### config.mk
export PLATFORM = sky130hd
export DESIGN_NAME = multicycle_adder
export DESIGN_NICKNAME = d
export VERILOG_FILES = /design/src/rtl/add_pkg.sv /design/src/rtl/chunk_adder.sv /design/src/rtl/multicycle_adder.sv
export SDC_FILE = /design/constraint.sdc
export NUM_CORES = 1
export LEC_CHECK = 0
export BUFFER_PORTS_ARGS = -buffer_cell sky130_fd_sc_hd__buf_2
export CAP_MARGIN = 10
export CORE_MARGIN = 3
export CORE_UTILIZATION = 54
export DETAILED_ROUTE_END_ITERATION = 7
export GPL_TIMING_DRIVEN = 1
export PLACE_DENSITY = 0.91
export SLEW_MARGIN = 20
export SYNTH_ARGS = -nofsm -noshare
export SYNTH_HDL_FRONTEND = slang
export SYNTH_SLANG_ARGS = --single-unit
### constraint.sdc
create_clock -name clk -period 4.6 [get_ports clk]
set_input_delay 0.23 -clock clk [delete_from_list [all_inputs] [get_ports clk]]
set_output_delay 0.23 -clock clk [all_outputs]
set_load 0.02 [all_outputs]
### src/rtl/add_pkg.sv
// Shared types for the multi-cycle adder/subtractor: operation select and FSM states.
package add_pkg;

  typedef enum logic {
    OP_ADD = 1'b0,
    OP_SUB = 1'b1
  } op_e;

  typedef enum logic [1:0] {
    S_IDLE = 2'd0,
    S_BUSY = 2'd1,
    S_DONE = 2'd2
  } state_e;

endpackage

### src/rtl/chunk_adder.sv
// Combinational CHUNK-bit ripple adder; also exposes the carry into the top bit
// so the caller can derive signed overflow on the final chunk.
module chunk_adder #(
  parameter int CHUNK = 8
) (
  input  logic [CHUNK-1:0] a,
  input  logic [CHUNK-1:0] b,
  input  logic             cin,
  output logic [CHUNK-1:0] s,
  output logic             cout,
  output logic             c_msb
);

  logic [CHUNK:0] c_s;

  assign c_s[0] = cin;

  for (genvar i = 0; i < CHUNK; i++) begin : g_bit
    assign s[i]       = a[i] ^ b[i] ^ c_s[i];
    assign c_s[i + 1] = (a[i] & b[i]) | (c_s[i] & (a[i] ^ b[i]));
  end

  assign cout  = c_s[CHUNK];
  assign c_msb = c_s[CHUNK-1];

endmodule

### src/rtl/multicycle_adder.sv
// Multi-cycle adder/subtractor: processes CHUNK bits per cycle LSB-first with a
// registered inter-chunk carry, valid/ready handshakes on input and output.
module multicycle_adder
  import add_pkg::*;
#(
  parameter int WIDTH = 32,
  parameter int CHUNK = 8
) (
  input  logic             clk,
  input  logic             rst,
  input  logic             in_valid,
  output logic             in_ready,
  input  logic             op,
  input  logic [WIDTH-1:0] a,
  input  logic [WIDTH-1:0] b,
  input  logic             cin,
  output logic             out_valid,
  input  logic             out_ready,
  output logic [WIDTH-1:0] sum,
  output logic             cout,
  output logic             ovf,
  output logic             busy
);

  localparam int NCHUNK = WIDTH / CHUNK;
  localparam int CW     = (NCHUNK > 1) ? $clog2(NCHUNK) : 1;
  localparam logic [CW-1:0] LAST = CW'(NCHUNK - 1);

  if (WIDTH % CHUNK != 0) begin : g_bad_width
    $error("multicycle_adder: WIDTH must be a multiple of CHUNK");
  end

  state_e           state_r, state_s;
  logic [WIDTH-1:0] a_r, b_r, sum_r;
  logic [CW-1:0]    cnt_r;
  logic             carry_r, cout_r, ovf_r;
  logic             in_ready_r, out_valid_r, busy_r;
  logic [31:0]      base_s;
  logic [CHUNK-1:0] s_chunk_s;
  logic             co_s, cm_s;

  assign base_s = 32'(cnt_r) * CHUNK;

  chunk_adder #(.CHUNK(CHUNK)) u_chunk (
    .a     (a_r[base_s +: CHUNK]),
    .b     (b_r[base_s +: CHUNK]),
    .cin   (carry_r),
    .s     (s_chunk_s),
    .cout  (co_s),
    .c_msb (cm_s)
  );

  // State register and registered handshake/status flags derived from the next state
  always_ff @(posedge clk) begin
    if (rst) begin
      state_r     <= S_IDLE;
      in_ready_r  <= 1'b1;
      out_valid_r <= 1'b0;
      busy_r      <= 1'b0;
    end else begin
      state_r     <= state_s;
      in_ready_r  <= (state_s == S_IDLE);
      out_valid_r <= (state_s == S_DONE);
      busy_r      <= (state_s != S_IDLE);
    end
  end

  // Next-state logic
  always_comb begin
    state_s = state_r;
    case (state_r)
      S_IDLE: begin
        if (in_valid) state_s = S_BUSY;
        else          state_s = S_IDLE;
      end
      S_BUSY: begin
        if (cnt_r == LAST) state_s = S_DONE;
        else               state_s = S_BUSY;
      end
      S_DONE: begin
        if (out_ready) state_s = S_IDLE;
        else           state_s = S_DONE;
      end
      default: state_s = S_IDLE;
    endcase
  end

  // Operand capture, per-chunk accumulation and final flag generation
  always_ff @(posedge clk) begin
    if (rst) begin
      a_r     <= '0;
      b_r     <= '0;
      sum_r   <= '0;
      cnt_r   <= '0;
      carry_r <= 1'b0;
      cout_r  <= 1'b0;
      ovf_r   <= 1'b0;
    end else begin
      case (state_r)
        S_IDLE: begin
          if (in_valid) begin
            a_r   <= a;
            cnt_r <= '0;
            // Subtraction is a + ~b + 1; the incoming cin is deliberately ignored
            if (op_e'(op) == OP_SUB) begin
              b_r     <= ~b;
              carry_r <= 1'b1;
            end else begin
              b_r     <= b;
              carry_r <= cin;
            end
          end
        end
        S_BUSY: begin
          sum_r[base_s +: CHUNK] <= s_chunk_s;
          carry_r                <= co_s;
          cnt_r                  <= cnt_r + 1'b1;
          if (cnt_r == LAST) begin
            cout_r <= co_s;
            ovf_r  <= cm_s ^ co_s;
          end
        end
        S_DONE:  cnt_r <= '0;
        default: cnt_r <= '0;
      endcase
    end
  end

  assign in_ready  = in_ready_r;
  assign out_valid = out_valid_r;
  assign busy      = busy_r;
  assign sum       = sum_r;
  assign cout      = cout_r;
  assign ovf       = ovf_r;

endmodule

==> metrics.md <==
| Metric | Value |
|---|---|
| Clk_lat worst skew | 0.38 ns |
| Final slew viol count | 0 |
| Synth warn | 0 |
| Die width | 98.5 um |
| Synth Cell Area | 0.00462 mm^2 |
| Minimum clock period | 4.15 ns |
| Final WS setup | 0.447 ns |
| Initial antenna violation count | 0 |
| Rows | 33 |
| Pin count of the biggest net entering global routing | 97 |
| Yosys cell types | 38 |
| Max_slew headroom | 0.425 |
| Nets | 640 |
| Grt met3 use | 0.0559 |
| CP required | 4.92 ns |
| Design Area, Final | 0.00538 mm^2 |
| Global route hottest layer | met2 |
| Pwr/cell area | 358 mW/mm^2 |
| Setup-failing EPs final | 0 |
| Overall Global Routing Usage | 0.233 |
| CTS Hold Bufs | 0 |
| Postcts setup bufs | 0 |
| Layout cells sized above 1 | 0.267 |
| Grt ovf | 0 |
| Height of the die | 98.5 um |
| Vias per cell | 5.69 |
| Port Buffer Count | 106 |
| Initial core utilization | 0.560 |
| Worst reg2reg path startpoint | cnt_r[0] |
| Synthesized Nets | 552 |
| Post-Route WL | 11.2 mm |
| Synth Area per Inst | 9.88 um^2 |
| Initial DRC count | 250 |
| Critical path class | reg -> reg |
| Outcome | complete, no violations |
| Sequential fraction of the synthesis area | 0.459 |
| Initial DRT Pass Iterations | 5 |
| Hpwl dp | 8.16 mm |
| Commonest non-fill, non-tap cells in the layout | dfxtp_1, buf_2, nand2_1 |
| Worst Tran Pin Value | 0.862 ns |
| CP endpoint kind | flip-flop |
| DRC viols | 0 |
| Maximum vdd drop | 145 uV |
| Ant diodes | 0 |
| TritonCTS sink count | 106 |
| Synth async-reset ratio | 0 |
| Worst hold path class | in -> reg |
| Placer Congestion | 0.910 |
| Mapped Cells | 468 |
| Synth Register Bits | 106 |
| Hold path startpoint | a[15] |
| Max_cap viols | 0 |
| Fmax | 0.241 GHz |
| Root Driver | clkbuf_8 |
| Power Total | 1930 uW |
| IO Pins | 107 |
| CTS resizes | 0 |
| Prevailing post-synth register cell | dfxtp_1 |
| Met1 Track Usage GR | 0.279 |
| Routed length per instance | 16.8 um |
| RSZ-0062 raised after global routing | false |
| Post-synthesis to final-layout area growth | 16.4% |
| Clk buf depth | 2 |
| Post-route ant nets | 0 |
| Vias in the first global route | 3749 |
| Crit share post-route | 0.903 |
| Number of H-tree levels | 3 |
| Leak pwr | 0.00216 uW |
| CTS tree | built |
| Placement Setup Slack | 0.533 ns |
| Post-synth EDFFs | 0 |
| Setup Skew | 0.00989 ns |
| Core Area | 0.00826 mm^2 |
| CP arrival | 4.47 ns |
| CTS Buf Count | 9 |
| Global routing usage on met2 | 0.378 |
| Crit path max fanout | 8 |
| Setup crit start | cnt_r[0] |
| Final Hold Vio Count | 0 |
| Total number of vias | 3788 |
| Die Area | 0.00971 mm^2 |
| Global-route wire length before repair | 17.9 mm |
| Placed instance area | 0.00515 mm^2 |
| Type of origin of the critical path | flip-flop |
| CTS clk-pin slew, worst paths | 0.10 ns |
| Setup TNS | 0 ns |
[final timing paths]
| kind | endpoint | slack [ns] | depth (start not counted) |
|---|---|---|---|
| setup / recovery | sum[15] | 0.45 | 15 |
| hold / removal | a_r[15] | 0.08 | 3 |
| setup reg to reg | sum[15] | 0.45 | 15 |
| hold reg to reg | sum[10] | 0.46 | 2 |
[where the power goes]
group          internal (uW)  total [uW]  switching [uW]
Sequential               966         997            31.2
Combinational            129         297             168
Clock                    310         633             323
[flip-flops by register name, summed over array words and instances, names as in the netlist]
| name | flops |
|---|---|
| a_r | 32 |
| b_r | 32 |
| busy | 1 |
| sum | 32 |
| cout | 1 |
| cnt_r | 2 |
| state_r | 2 |
| ovf | 1 |
| out_valid | 1 |
| carry_r | 1 |
| in_ready | 1 |
[metal layers]
layer  share of wire  vias up
met4           0.043        0
met2            0.49      175
li1                -     1804
met1            0.39     1764
met3           0.076       45
met5               0        -
[worst max-delay path, cell delays in order, from the launching register on]
cell,delay (ns)
dfxtp_1,0.46
buf_4,0.25
mux4_2,0.52
inv_1,0.09
fa_1,0.20
fa_1,0.17
inv_1,0.05
fa_1,0.37
fa_1,0.37
inv_1,0.08
fa_1,0.15
inv_1,0.05
fa_1,0.42
fa_1,0.60
nand4_1,0.14
a21oi_1,0.17
[per-stage QoR]
step | utilization | hold slack [ns] | cells
2_1_floorplan | - | 0.366 | 468
3_3_place_gp | 0.624 | 0.436 | 650
3_5_place_dp | 0.624 | 0.446 | 650
4_1_cts | 0.652 | 0.0730 | 666
5_1_grt | 0.652 | 0.0908 | 666
6_report | 0.652 | 0.0846 | 666
[cells in the mapped netlist (all sizes together), types with 5 or more instances]
library cell,count,share of area
mux4,16,0.078
dfxtp,106,0.46
inv,14,0.011
xnor2,32,0.061
clkbuf,14,0.011
o2bb2ai,12,0.023
nor2,35,0.028
a22o,12,0.023
a21oi,49,0.053
ha,6,0.016
buf,22,0.028
fa,8,0.035
nand4b,5,0.0095
a211oi,32,0.052
nand2,75,0.061
[logic make-up after synthesis]
| family | after synthesis | synth area share |
|---|---|---|
| adder cells (fa/ha/maj) | 14 | 0.0509 |
| XOR/XNOR | 33 | 0.0625 |
| AO/OA/AOI/OAI | 108 | 0.157 |
| buffers and inverters | 50 | 0.0509 |
| flip-flops | 106 | 0.459 |
| multiplexers | 17 | 0.0801 |
| AND/OR/NAND/NOR | 140 | 0.139 |
[area by class of cell]
class	count	area (um^2)
clock buffers	9	124
clock inverters	7	101
fillers	637	2880
inverters	14	52.6
multi-input cells	312	2270
flip-flops and latches	106	2120
well taps	105	131
repair buffers	113	583
No activity file was read; power rests on OpenSTA's default activity.
